[src/rtl/signed_seq_divider_if.sv]
// Handshake bundle for the sequential signed divider.
//   start, dividend, divisor        : controller -> divider (request and operands)
//   busy, done, quotient, remainder,
//   div_by_zero                     : divider -> controller (status and results)
// The master modport is the issuing controller; the slave modport is the divider.
interface signed_seq_divider_if #(
  parameter int WIDTH = 8
);
  logic                    start;
  logic signed [WIDTH-1:0] dividend;
  logic signed [WIDTH-1:0] divisor;
  logic                    busy;
  logic                    done;
  logic signed [WIDTH-1:0] quotient;
  logic signed [WIDTH-1:0] remainder;
  logic                    div_by_zero;

  modport master (
    output start, dividend, divisor,
    input  busy, done, quotient, remainder, div_by_zero
  );

  modport slave (
    input  start, dividend, divisor,
    output busy, done, quotient, remainder, div_by_zero
  );
endinterface

[src/rtl/signed_seq_divider.sv]
// Sequential signed integer divider (restoring shift/subtract on magnitudes,
// one quotient bit per clock). Truncates toward zero like Verilog signed / and %.
// Ports:
//   clk          rising-edge clock
//   rst          asynchronous active-high reset; drops any operation in flight
//   bus (slave)  start/dividend/divisor in; busy/done/quotient/remainder/div_by_zero out
// Timing: start accepted in IDLE at edge t0 -> done pulses after edge t0+WIDTH+1
// (t0+1 for a zero divisor). Results and div_by_zero hold until the next done.
module signed_seq_divider #(
  parameter int WIDTH = 8
) (
  input logic                 clk,
  input logic                 rst,
  signed_seq_divider_if.slave bus
);

  localparam logic [1:0] IDLE = 2'd0;
  localparam logic [1:0] CALC = 2'd1;
  localparam logic [1:0] FIN  = 2'd2;

  localparam int             CW       = $clog2(WIDTH + 1);
  localparam logic [CW-1:0]  CNT_INIT = CW'(WIDTH);
  localparam logic [CW-1:0]  CNT_ONE  = CW'(1);
  localparam logic [WIDTH:0] ONE_M    = {{WIDTH{1'b0}}, 1'b1};
  localparam logic [WIDTH-1:0] ONE_W  = {{(WIDTH-1){1'b0}}, 1'b1};

  // Divisor magnitude is widened by one bit so -2^(WIDTH-1) negates without overflow.
  function automatic logic [WIDTH:0] magnitude(input logic signed [WIDTH-1:0] v);
    logic [WIDTH:0] ext;
    ext = {v[WIDTH-1], v};
    return v[WIDTH-1] ? (~ext + ONE_M) : ext;
  endfunction

  // Re-applies a sign to a magnitude; wraps modulo 2^WIDTH, which is what makes
  // -2^(WIDTH-1) / -1 come out as -2^(WIDTH-1).
  function automatic logic signed [WIDTH-1:0] apply_sign(input logic neg,
                                                         input logic [WIDTH-1:0] m);
    return neg ? $signed(~m + ONE_W) : $signed(m);
  endfunction

  logic [1:0]       state;
  logic [CW-1:0]    cnt;
  logic [WIDTH:0]   rem;
  logic [WIDTH:0]   dsr;
  logic [WIDTH-1:0] quo;
  logic             q_neg;
  logic             r_neg;
  logic             dz;

  logic [WIDTH:0]   dsr_mag;
  logic [WIDTH-1:0] dvd_mag;
  logic [WIDTH+1:0] shifted;
  logic [WIDTH:0]   diff;
  logic             trial_ok;

  // An unsigned WIDTH-bit negate already yields 2^(WIDTH-1) for the most negative
  // dividend, so the dividend magnitude needs no extra bit.
  always_comb begin
    dsr_mag  = magnitude(bus.divisor);
    dvd_mag  = bus.dividend[WIDTH-1] ? ($unsigned(~bus.dividend) + ONE_W)
                                     : $unsigned(bus.dividend);
    shifted  = {rem, quo[WIDTH-1]};
    trial_ok = shifted >= {1'b0, dsr};
    diff     = shifted[WIDTH:0] - dsr;
  end

  always_ff @(posedge clk or posedge rst) begin
    if (rst) begin
      state           <= IDLE;
      cnt             <= '0;
      rem             <= '0;
      dsr             <= '0;
      quo             <= '0;
      q_neg           <= 1'b0;
      r_neg           <= 1'b0;
      dz              <= 1'b0;
      bus.busy        <= 1'b0;
      bus.done        <= 1'b0;
      bus.quotient    <= '0;
      bus.remainder   <= '0;
      bus.div_by_zero <= 1'b0;
    end else begin
      bus.done <= 1'b0;
      case (state)
        // Accept: capture signs and magnitudes, or take the zero-divisor shortcut.
        IDLE: begin
          if (bus.start) begin
            bus.busy <= 1'b1;
            q_neg    <= bus.dividend[WIDTH-1] ^ bus.divisor[WIDTH-1];
            r_neg    <= bus.dividend[WIDTH-1];
            dsr      <= dsr_mag;
            rem      <= '0;
            cnt      <= CNT_INIT;
            if (bus.divisor == '0) begin
              // Raw dividend is parked in quo; it becomes the remainder.
              dz    <= 1'b1;
              quo   <= $unsigned(bus.dividend);
              state <= FIN;
            end else begin
              dz    <= 1'b0;
              quo   <= dvd_mag;
              state <= CALC;
            end
          end
        end
        // One restoring step per clock: shift {rem,quo}, keep the difference if non-negative.
        CALC: begin
          rem <= trial_ok ? diff : shifted[WIDTH:0];
          quo <= {quo[WIDTH-2:0], trial_ok};
          cnt <= cnt - CNT_ONE;
          if (cnt == CNT_ONE) begin
            state <= FIN;
          end
        end
        // Publish results with a single done pulse.
        FIN: begin
          bus.done        <= 1'b1;
          bus.busy        <= 1'b0;
          bus.div_by_zero <= dz;
          if (dz) begin
            bus.quotient  <= '1;
            bus.remainder <= $signed(quo);
          end else begin
            bus.quotient  <= apply_sign(q_neg, quo);
            bus.remainder <= apply_sign(r_neg, rem[WIDTH-1:0]);
          end
          state <= IDLE;
        end
        default: state <= IDLE;
      endcase
    end
  end

endmodule

[src/flat_wrapper.sv]
// flat-port wrapper written by rule: the top's interface ports become plain ports
module signed_seq_divider_flat 
#(
  parameter int WIDTH = 8
)
  (clk, rst, bus_start, bus_dividend, bus_divisor, bus_busy, bus_done, bus_quotient, bus_remainder, bus_div_by_zero);
  signed_seq_divider_if #(.WIDTH(WIDTH)) bus_i ();
  input logic clk;
  input logic rst;
  input wire logic [$bits(bus_i.start)-1:0] bus_start;
  input wire logic [$bits(bus_i.dividend)-1:0] bus_dividend;
  input wire logic [$bits(bus_i.divisor)-1:0] bus_divisor;
  output wire logic [$bits(bus_i.busy)-1:0] bus_busy;
  output wire logic [$bits(bus_i.done)-1:0] bus_done;
  output wire logic [$bits(bus_i.quotient)-1:0] bus_quotient;
  output wire logic [$bits(bus_i.remainder)-1:0] bus_remainder;
  output wire logic [$bits(bus_i.div_by_zero)-1:0] bus_div_by_zero;
  assign bus_i.start = bus_start;
  assign bus_i.dividend = bus_dividend;
  assign bus_i.divisor = bus_divisor;
  assign bus_busy = bus_i.busy;
  assign bus_done = bus_i.done;
  assign bus_quotient = bus_i.quotient;
  assign bus_remainder = bus_i.remainder;
  assign bus_div_by_zero = bus_i.div_by_zero;
  signed_seq_divider #(.WIDTH(WIDTH)) u_core (.clk(clk), .rst(rst), .bus(bus_i));
endmodule
[config.mk]
export PLATFORM = sky130hd
export DESIGN_NAME = signed_seq_divider_flat
export DESIGN_NICKNAME = d
export VERILOG_FILES = /design/src/rtl/signed_seq_divider_if.sv /design/src/rtl/signed_seq_divider.sv /design/src/flat_wrapper.sv
export SDC_FILE = /design/constraint.sdc
export NUM_CORES = 1
export LEC_CHECK = 0
export BUFFER_PORTS_ARGS = -buffer_cell sky130_fd_sc_hd__buf_4
export CORE_MARGIN = 1
export CORE_UTILIZATION = 55
export CTS_CLUSTER_SIZE = 20
export DETAILED_ROUTE_END_ITERATION = 16
export PLACE_DENSITY = 0.76
export SYNTH_ARGS = -nofsm -noshare
export SYNTH_HDL_FRONTEND = slang
export SYNTH_SLANG_ARGS = --single-unit
export TNS_END_PERCENT = 30
[constraint.sdc]
create_clock -name clk -period 3.3 [get_ports clk]
set_input_delay 0.33 -clock clk [delete_from_list [all_inputs] [get_ports clk]]
set_output_delay 0.33 -clock clk [all_outputs]
set_load 0.02 [all_outputs]
==> qor.csv <==
stage,metric,value,unit
setup_path,path_max_fanout,10,
drt,drt_iter0_markers,174,
placed_design,io_buffers,37,
final_layout,final_common_cell,nand2_1,
drt,ant_nets,0,
power,finalPower,3.776,mW
drt,drc,0,
grt,met2_usage,0.3846,
clocking,cts_tree,built,
drt,wl_per_cell,13.99,um
yosys,ys.flop_type,dfrtp_1,
yosys,syn_avg_cell_area,8.893,um2
hold_path,hp-class,primary input to async pin,
yosys,ys_types,52,
drt,drt-total-wl,6.643,mm
die,start_util,0.5844,
grt,use_met1,0.3119,
sta,finClkSkew,0.008486,ns
grt,grt_max_degree,45,
setup_path,cp-start-kind,flip-flop,
grt,top_usage_layer,met2,
yosys,synth_area,3317,um2
final_layout,n_antenna_cell,0,
final_layout,layout.nets,437,
yosys,yosys_warnings,0,
power,ir_drop,0.5124,mV
grt,use_met3,0.03429,
setup_path,worstPathArrival,2.70,ns
yosys,ys_async_sr_fraction,1.000,
sta,hold_viol,0,
yosys,synth-edff-count,0,
yosys,netlist_instances,373,
clocking,path_clk_slew,0.10,ns
power,p_leak,1.724,nW
clocking,cts_root_buffer,clkbuf_8,
grt,antenna_found_initial,0,
final_layout,nFillCells,497,
sta,maxSlewHeadroom,0.3553,
clocking,hold_buffers,0,
yosys,synth-seq-cells,54,
clocking,post_cts_resized,0,
die,die_x,79.66,um
setup_path,required,3.50,ns
sta,fin_crit,2.499,ns
die,core,5675,um2
clocking,insertion_delay,0.31,ns
setup_path,critPathKind,flip-flop to flip-flop,
drt,vias,2685,
clocking,htreeDepth,2,
power,powerDensity,1018,nW/um2
setup_path,crit_path_end_kind,flip-flop,
placed_design,hpwl,5.125,mm
placed_design,gp_congestion,0.9058,
grt,grt_pass1_vias,2498,
grt,grtUsageTotal,0.2329,
sta,setup-tns-final,0,ns
final_layout,final_layout_size_suffix_gt1_frac,0.1365,
setup_path,r2r-end,u_core.rem[5]$_DFFE_PP0P_,
clocking,cts_buffers,5,
setup_path,ff2ff_setup_slack,0.80,ns
sta,final_max_slew_viol_count,0,
drt,drtPass1Iterations,5,
sta,worstMarginPinSlew,0.9671,ns
die,die_h,79.66,um
sta,max_clock_freq,400.1,MHz
final_layout,syn2layout_area_growth,11.77,%
final_layout,final_util,0.6532,
sta,period_share,0.7574,
setup_path,timing.critical_path.from,u_core.quo[7]$_DFFE_PP0P_,
final_layout,layout_common_cells,"nand2_1 (64), dfrtp_1 (54), buf_4 (39), o21ai_0 (34), inv_1 (27)",
drt,viasPerCell,5.653,
grt,grt_pass1_wl,11.29,mm
die,dieArea,6346,um2
setup_path,worstSetupEndpoint,u_core.rem[5]$_DFFE_PP0P_,
yosys,synth_nets,408,
setup_path,r2r-start,u_core.quo[7]$_DFFE_PP0P_,
sta,finalSetupViolCount,0,
clocking,post-cts-setup-buffers,0,
yosys,yosysSeqAreaShare,0.4074,
grt,overflow,0,
status,status,finished clean,
clocking,cts.path.max_buffers,2,
setup_path,reg2reg_depth,9,
sta,grt_setup_unrepaired,no,
run,cap_viol_max_count,0,
clocking,cts_sinks,54,
die,row_count,27,
die,pin_count,38,
[cell usage after synthesis (all sizes together), types with 2 or more instances]
| library cell | n | area share |
|---|---|---|
| xnor2 | 19 | 0.050 |
| a221o | 2 | 0.0060 |
| or3 | 4 | 0.0075 |
| a221oi | 3 | 0.0079 |
| nand3 | 5 | 0.0075 |
| buf | 7 | 0.016 |
| a21oi | 13 | 0.020 |
| a211oi | 3 | 0.0068 |
| nor3 | 7 | 0.011 |
| inv | 28 | 0.032 |
| xor2 | 10 | 0.026 |
| o311ai | 3 | 0.0079 |
| mux2i | 10 | 0.030 |
| clkbuf | 10 | 0.011 |
| o211ai | 6 | 0.014 |
| dfrtp | 54 | 0.41 |
| nor3b | 3 | 0.0068 |
| o31ai | 6 | 0.014 |
| nand2 | 64 | 0.072 |
| nand2b | 7 | 0.013 |
| o22ai | 3 | 0.0057 |
| a22oi | 3 | 0.0068 |
| o21bai | 2 | 0.0079 |
| o21ai | 35 | 0.053 |
| ha | 15 | 0.057 |
| nor2 | 21 | 0.024 |
| nand4 | 7 | 0.013 |
| nor2b | 4 | 0.0075 |
[state kept, by name (all words and copies together) (netlist names)]
name,flops
u_core.r_neg,1
u_core.state,2
u_core.dz,1
u_core.bus.div_by_zero,1
u_core.dsr,9
u_core.cnt,4
u_core.bus.remainder,8
u_core.bus.quotient,8
u_core.rem,9
u_core.quo,8
u_core.q_neg,1
u_core.bus.done,1
u_core.bus.busy,1
[power breakdown]
part	internal [mW]	switching (mW)
Clock	0.173	0.219
Combinational	0.961	1.17
Sequential	0.945	0.311
[per-stage QoR]
step           setup WS [ns]  hold WS (ns)  instances  cell area, um2
6_report              0.8006        0.2212        475            3707
5_1_grt               0.6245        0.3023        475            3707
4_1_cts               0.8166        0.2539        475            3707
3_5_place_dp          0.8367        0.4566        467            3608
3_3_place_gp          0.9056        0.4557        467            3608
2_1_floorplan          1.004        0.4498        373            3317
[cells by family (layout without fill, tap and decap cells)]
family,after synthesis,count (layout),share of synthesized area
xor+xnor,29,29,0.07657
simple gates,130,130,0.1807
flops,54,54,0.4074
buf+inv,45,75,0.05922
fa+ha+maj,16,16,0.06262
compound gates,88,88,0.1799
mux,11,11,0.03357
[worst max-delay path, stage by stage, from the launching register on]
cell and delay [ns]:
dfrtp_1 0.40, inv_1 0.12, ha_1 0.18, inv_1 0.06
fa_1 0.45, a21oi_1 0.22, o211a_1 0.26, o21bai_4 0.12
and2_1 0.27, a221o_1 0.32
[layout make-up]
cell class / instances / area (um2) / share of cell area
inverter: 28 / 105.1 / 0.02835
sequential: 54 / 1351 / 0.3645
clock inverter: 2 / 16.27 / 0.004387
timing repair buffer: 39 / 292.8 / 0.07897
tap: 72 / 90.09 / 0.02430
multi-input combinational: 274 / 1769 / 0.4772
clock buffer: 6 / 82.58 / 0.02227
[metal layers]
metal  part of all wire  routed length, um  vias up
met2               0.45               3016       93
met1               0.47               3121     1227
met4              0.016                108        0
met5                  0                  0        -
met3              0.060                396        9
li1                   -                  -     1356
[worst min-delay path by stage]
stage | start | endpoint | slack, ns
CTS | rst | u_core.bus.remainder[0]$_DFFE_PP0P_ | 0.25
floorplan | u_core.dsr[1]$_DFFE_PP0P_ | u_core.dsr[1]$_DFFE_PP0P_ | 0.45
global route | rst | u_core.bus.remainder[0]$_DFFE_PP0P_ | 0.30
finish | rst | u_core.bus.remainder[0]$_DFFE_PP0P_ | 0.22
detailed placement | u_core.bus.quotient[3]$_DFFE_PP0P_ | u_core.bus.quotient[3]$_DFFE_PP0P_ | 0.46
global placement | u_core.bus.remainder[7]$_DFFE_PP0P_ | u_core.bus.remainder[7]$_DFFE_PP0P_ | 0.46
Power figures use the tool's default switching activity.
